**src/rtl/first_fill_ip_wrapper_if.sv**
```systemverilog
// Bit-serial stream carrying the filled image, one pixel per beat, row 0 column 0 first.
interface first_fill_ip_wrapper_if;
  logic tvalid;
  logic tready;
  logic tdata;

  modport master (output tvalid, output tdata, input  tready);
  modport slave  (input  tvalid, input  tdata, output tready);
endinterface

```
**src/rtl/first_fill_ip_wrapper.sv**
```systemverilog
// Test-pattern source -> threshold -> per-row span fill -> row FIFO -> 1-bit stream.
// Define FIRST_FILL_LOOP_EN to generate frames continuously instead of one frame per reset.
module first_fill_ip_wrapper #(
  parameter int unsigned WIDTH     = 32,
  parameter logic [7:0]  THRESH    = 8'h40,
  parameter int unsigned FIFO_ROWS = 4
) (
  input  logic                    clk,
  input  logic                    rst_n,
  first_fill_ip_wrapper_if.master axis,
  output logic                    Debug_Din_Valid,
  output logic                    Debug_Sel_Valid,
  output logic                    Debug_Resize,
  output logic [7:0]              m_axis_tdata,
  output logic                    oStart
);
  localparam int unsigned CW = (WIDTH > 1) ? $clog2(WIDTH) : 1;
  localparam int unsigned PW = (FIFO_ROWS > 1) ? $clog2(FIFO_ROWS) : 1;
  localparam int unsigned NW = $clog2(FIFO_ROWS + 1);
  localparam logic [CW-1:0] LAST = CW'(WIDTH - 1);

  logic [CW-1:0]    x_q, y_q, x_d, y_d;
  logic             run_q, run_d;
  logic [WIDTH-1:0] row_q;
  logic             row_done_q;
  logic [WIDTH-1:0] from_lo, to_hi, fill_word;
  logic [WIDTH-1:0] mem [FIFO_ROWS];
  logic [PW-1:0]    wr_ptr_q, rd_ptr_q;
  logic [NW-1:0]    fifo_cnt_q;
  logic [WIDTH-1:0] shift_q;
  logic [CW-1:0]    bit_q;
  logic             busy_q;
  logic             push, pop, beat, row_full, pix_valid;
  logic [31:0]      xy;
  logic [7:0]       grey;

  function automatic logic [PW-1:0] ptr_inc(input logic [PW-1:0] p);
    return (32'(p) == FIFO_ROWS - 1) ? '0 : p + PW'(1);
  endfunction

  // A new row may start only if it is guaranteed a FIFO slot, counting the row being pushed now.
  assign row_full  = (32'(fifo_cnt_q) + 32'(push)) >= FIFO_ROWS;
  // rst_n is an active-high reset; gating here keeps the source silent while it is held.
  assign pix_valid = !rst_n && run_q && !(x_q == '0 && row_full);
  assign xy        = 32'(x_q ^ y_q);
  assign grey      = {xy[4:0], 3'b000};

  assign Debug_Din_Valid = pix_valid;
  assign m_axis_tdata    = pix_valid ? grey : 8'h00;
  assign Debug_Resize    = pix_valid && (grey >= THRESH);
  assign oStart          = pix_valid && (x_q == '0) && (y_q == '0);

  // NOTE: every always_comb output gets a default first so no path leaves it unassigned (no latch).
  always_comb begin
    x_d   = x_q;
    y_d   = y_q;
    run_d = run_q;
    if (pix_valid) begin
      if (x_q != LAST) begin
        x_d = x_q + CW'(1);
      end else begin
        x_d = '0;
        if (y_q != LAST) begin
          y_d = y_q + CW'(1);
        end else begin
          y_d = '0;
`ifdef FIRST_FILL_LOOP_EN
          run_d = 1'b1;
`else
          run_d = 1'b0;
`endif
        end
      end
    end
  end

  // from_lo: bits at or above the lowest set bit; to_hi: bits at or below the highest set bit.
  always_comb begin
    from_lo = row_q | (~row_q + WIDTH'(1));
    to_hi   = '0;
    to_hi[WIDTH-1] = row_q[WIDTH-1];
    for (int i = WIDTH - 2; i >= 0; i--) begin
      to_hi[i] = to_hi[i+1] | row_q[i];
    end
    fill_word = from_lo & to_hi;
  end

  assign push = row_done_q;
  assign beat = busy_q && axis.tready;
  assign pop  = (fifo_cnt_q != '0) && (!busy_q || (beat && bit_q == LAST));

  // NOTE: state registers use non-blocking assignments so all flops update from pre-edge values.
  always_ff @(posedge clk) begin
    if (rst_n) begin
      x_q        <= '0;
      y_q        <= '0;
      run_q      <= 1'b1;
      row_q      <= '0;
      row_done_q <= 1'b0;
      wr_ptr_q   <= '0;
      rd_ptr_q   <= '0;
      fifo_cnt_q <= '0;
      shift_q    <= '0;
      bit_q      <= '0;
      busy_q     <= 1'b0;
    end else begin
      x_q        <= x_d;
      y_q        <= y_d;
      run_q      <= run_d;
      row_done_q <= pix_valid && (x_q == LAST);
      if (pix_valid) row_q[x_q] <= Debug_Resize;

      if (push) wr_ptr_q <= ptr_inc(wr_ptr_q);
      if (pop)  rd_ptr_q <= ptr_inc(rd_ptr_q);
      case ({push, pop})
        2'b10:   fifo_cnt_q <= fifo_cnt_q + NW'(1);
        2'b01:   fifo_cnt_q <= fifo_cnt_q - NW'(1);
        default: fifo_cnt_q <= fifo_cnt_q;
      endcase

      if (pop) begin
        shift_q <= mem[rd_ptr_q];
        bit_q   <= '0;
        busy_q  <= 1'b1;
      end else if (beat) begin
        shift_q <= shift_q >> 1;
        bit_q   <= bit_q + CW'(1);
        if (bit_q == LAST) busy_q <= 1'b0;
      end
    end
  end

  // NOTE: row storage is not reset; the pointers and count alone decide which entries are live.
  always_ff @(posedge clk) begin
    if (push) mem[wr_ptr_q] <= fill_word;
  end

  assign axis.tvalid     = busy_q;
  assign axis.tdata      = busy_q & shift_q[0];
  assign Debug_Sel_Valid = pop;
endmodule

```
**src/flat_wrapper.sv**
```systemverilog
// flat-port wrapper written by rule: the top's interface ports become plain ports
module first_fill_ip_wrapper_flat 
#(
  parameter int unsigned WIDTH     = 32,
  parameter logic [7:0]  THRESH    = 8'h40,
  parameter int unsigned FIFO_ROWS = 4
)
  (clk, rst_n, Debug_Din_Valid, Debug_Sel_Valid, Debug_Resize, m_axis_tdata, oStart, axis_tvalid, axis_tdata, axis_tready);
  first_fill_ip_wrapper_if axis_i ();
  input  logic clk;
  input  logic rst_n;
  output logic Debug_Din_Valid;
  output logic Debug_Sel_Valid;
  output logic Debug_Resize;
  output logic [7:0] m_axis_tdata;
  output logic oStart;
  output wire logic [$bits(axis_i.tvalid)-1:0] axis_tvalid;
  output wire logic [$bits(axis_i.tdata)-1:0] axis_tdata;
  input wire logic [$bits(axis_i.tready)-1:0] axis_tready;
  assign axis_tvalid = axis_i.tvalid;
  assign axis_tdata = axis_i.tdata;
  assign axis_i.tready = axis_tready;
  first_fill_ip_wrapper #(.WIDTH(WIDTH), .THRESH(THRESH), .FIFO_ROWS(FIFO_ROWS)) u_core (.clk(clk), .rst_n(rst_n), .axis(axis_i), .Debug_Din_Valid(Debug_Din_Valid), .Debug_Sel_Valid(Debug_Sel_Valid), .Debug_Resize(Debug_Resize), .m_axis_tdata(m_axis_tdata), .oStart(oStart));
endmodule
```
**config.mk**
```make
export PLATFORM = sky130hd
export DESIGN_NAME = first_fill_ip_wrapper_flat
export DESIGN_NICKNAME = d
export VERILOG_FILES = /design/src/rtl/first_fill_ip_wrapper_if.sv /design/src/rtl/first_fill_ip_wrapper.sv /design/src/flat_wrapper.sv
export SDC_FILE = /design/constraint.sdc
export NUM_CORES = 1
export LEC_CHECK = 0
export CELL_PAD_IN_SITES_DETAIL_PLACEMENT = 1
export CELL_PAD_IN_SITES_GLOBAL_PLACEMENT = 2
export CORE_MARGIN = 1.5
export CORE_UTILIZATION = 47
export DETAILED_ROUTE_END_ITERATION = 6
export GPL_TIMING_DRIVEN = 0
export PLACE_DENSITY = 0.92
export REMOVE_ABC_BUFFERS = 1
export SETUP_SLACK_MARGIN = 0.15
export SYNTH_ARGS = -nofsm -noshare
export SYNTH_HDL_FRONTEND = slang
export SYNTH_SLANG_ARGS = --single-unit
export TNS_END_PERCENT = 20
```
**constraint.sdc**
```tcl
create_clock -name clk -period 6.64 [get_ports clk]
set_clock_uncertainty 0.2 [all_clocks]
set_input_delay 1.328 -clock clk [delete_from_list [all_inputs] [get_ports clk]]
set_output_delay 1.328 -clock clk [all_outputs]
set_load 0.05 [all_outputs]
```
==> flow_summary.toml <==
[worst_setup_path]
start_kind = "primary input"
criticalPathCategory = "primary input to output pin"
critical_path_required_ns = 5.11
cp-startpoint = "rst_n"
r2r_start = "u_core.bit_q[0]"
cp.arrival_ns = 4.38
cp_max_fo = 92
end_kind = "output pin"

[logic_synthesis]
netlist_area_um2 = 9368
yosysWarnings = 0
synthCells = 761
ys.flop_type = "edfxtp_1"
synth_edf_count = 128
ys_top_cells_by_area = "edfxtp_1, dfxtp_1, mux4_2"
synth-seq-cells = 219
synth_cell_types = 50
yosysSeqAreaShare = 0.6048
yosys.area.top_type = "edfxtp_1"
async_flop_share = 0
synth_top_area_frac = 0.4103
avgSynthCellArea_um2 = 12.31

[placed_design]
port-buffer-count = 13
gp_congestion = 0.7976
dp_hpwl_um = 14240
dp_slack_ns = -0.2193
placed_cells = 993

[sta]
hold_viol = 0
period_share = 0.8892
holdWs_ns = 0.2838
setup_viol = 0
final-max-slew-violation-count = 0
tightest_slew_ns = 0.9373
maxSlewHeadroom = 0.3751
period_minus_slack_ns = 5.904
layout_setup_ws_ns = 0.7359
fmax_mhz = 169.4
grt_setup_unrepaired = "false"

[layout]
areaGrowthSynthToFinish_pct = 12.76
final_cell_mix = "edfxtp_1, dfxtp_1, nor2_1"
fillers = 1980
layout-drive-gt1-share = 0.1163
fin_cells = 1039
antennaDiodeCount = 0
final_nets = 775
final_common_cell = "edfxtp_1"

[hold_path]
hold_path_startpoint = "u_core.rd_ptr_q[1]"
worstHoldPathType = "flip-flop to flip-flop"

[global_routing]
grt_usage = 0.2249
met3_usage = 0.03278
grt_overflow = 0
top_usage_layer = "met2"
grt_max_degree = 93
grt_use_met1 = 0.2843
grt_pass1_wl_um = 36300
grt_use_met2 = 0.3971
grt_pass1_vias = 6745
antenna_found_initial = 0

[detailed_routing]
drc_errors = 0
drt-total-wl_um = 22300
first_pass_iters = 6
drt_iter0_drc = 350
drt-wirelength-per-cell_um = 21.46
drtAntennaViolNets = 0
via_count = 6197
vias_per_cell = 5.964

[pwr]
vdd.ir_drop.worst_v = 0.0002204
power_density_nw_per_um2 = 272.6
leakage_nw = 3.484
total_power_mw = 2.879

[cts]
clk-insertion-delay-late_ns = 0.52
path_clk_slew_ns = 0.05
numCtsBuffers = 25
clock-root-buffer = "clkbuf_16"
clock-sinks = 219
htreeDepth = 1
cts.path.max_buffers = 3
cts_tree = "built"

[floorplan]
initial_core_util = 0.4798
num_rows = 51
io-pin-count = 17
coreArea_um2 = 19530
dieArea_um2 = 20790
die_h_um = 144.2
die_w_um = 144.2

[status]
status = "complete, no violations"

[flow_run]
cap_viol_max_count = 0
## what timing repair did
item                       4_1_cts  5_1_grt
setup endpoints to repair        1        1
buffers inserted                 0        0
hold buffers                     0        0
gates resized for setup          2        1
## final cells by class
| type | count | area [um2] | area share |
|---|---|---|---|
| clock buffers | 37 | 720.7 | 0.06823 |
| clock inverters | 9 | 70.07 | 0.006634 |
| inverters | 16 | 60.06 | 0.005686 |
| multi-input cells | 474 | 3436 | 0.3253 |
| flip-flops and latches | 219 | 5668 | 0.5366 |
| well taps | 265 | 331.6 | 0.03139 |
| repair buffers | 19 | 276.5 | 0.02618 |
## power by group
part	leakage, nW	total [mW]	internal (mW)	switching (mW)
sequential	1.92	1.44	1.43	0.0111
combinational	1.17	0.124	0.0364	0.0878
clock	0.391	1.32	0.787	0.531
total	3.48	2.88	2.25	0.630
## layer usage
layer | vias up | share of wire
met5 | - | 0
met4 | 0 | 0.025
met3 | 43 | 0.039
met2 | 129 | 0.51
met1 | 3172 | 0.42
li1 | 2853 | -
## cells in the mapped netlist, types with 6 or more instances
cell type  instances
nor4_1             9
nand2b_1          22
nand3_1           55
a21oi_1           20
xnor2_1            6
a311oi_1          33
buf_2              7
nand2_1           52
nor2b_1           14
clkbuf_1          39
nor3_1            28
edfxtp_1         128
dfxtp_1           91
mux2i_1           20
mux4_2            32
ha_1              16
inv_1             14
o21ai_0           22
o31ai_1           15
nor2_1            67
a31oi_1            9
and2_1             7
## critical path: stages
cell	delay, ns
buf_6	0.53
nor2b_1	0.23
a22oi_2	0.52
inv_2	0.36
nand2_2	0.54
inv_1	0.09
clkdlybuf4s50_1	0.72
## per-stage QoR
step | area (um2) | utilization | setup TNS (ns)
floorplan | 9145 | - | 0
global placement | 9607 | 0.4920 | -23.84
detailed placement | 9763 | 0.5000 | -0.2193
CTS | 10560 | 0.5409 | 0
global route | 10560 | 0.5409 | 0
finish | 10560 | 0.5409 | 0
## final timing paths
path,slack [ns],to,cells after the start
setup / recovery,0.74,Debug_Resize,7
hold / removal,0.28,flip-flop,2
setup reg to reg,3.16,u_core.fifo_cnt_q[2],13
hold reg to reg,0.28,flip-flop,2
## cell families after synthesis
group / count (synthesis) / share of synthesized area
xor+xnor: 10 / 0.009349
mux: 52 / 0.09830
fa+ha+maj: 17 / 0.02351
other cells: 1 / 0.0004003
simple gates: 279 / 0.1491
compound gates: 113 / 0.08361
buf+inv: 70 / 0.03099
flops: 219 / 0.6048
## flip-flops by register name, indices dropped and copies added (netlist names), 2 cells and up, named ones only
register and count:
u_core.row_q 32, u_core.mem 128, u_core.fifo_cnt_q 3, u_core.shift_q 32, u_core.x_q 5, u_core.y_q 5, u_core.wr_ptr_q 2, u_core.rd_ptr_q 2
u_core.bit_q 5
(Power assumes the default switching activity.)
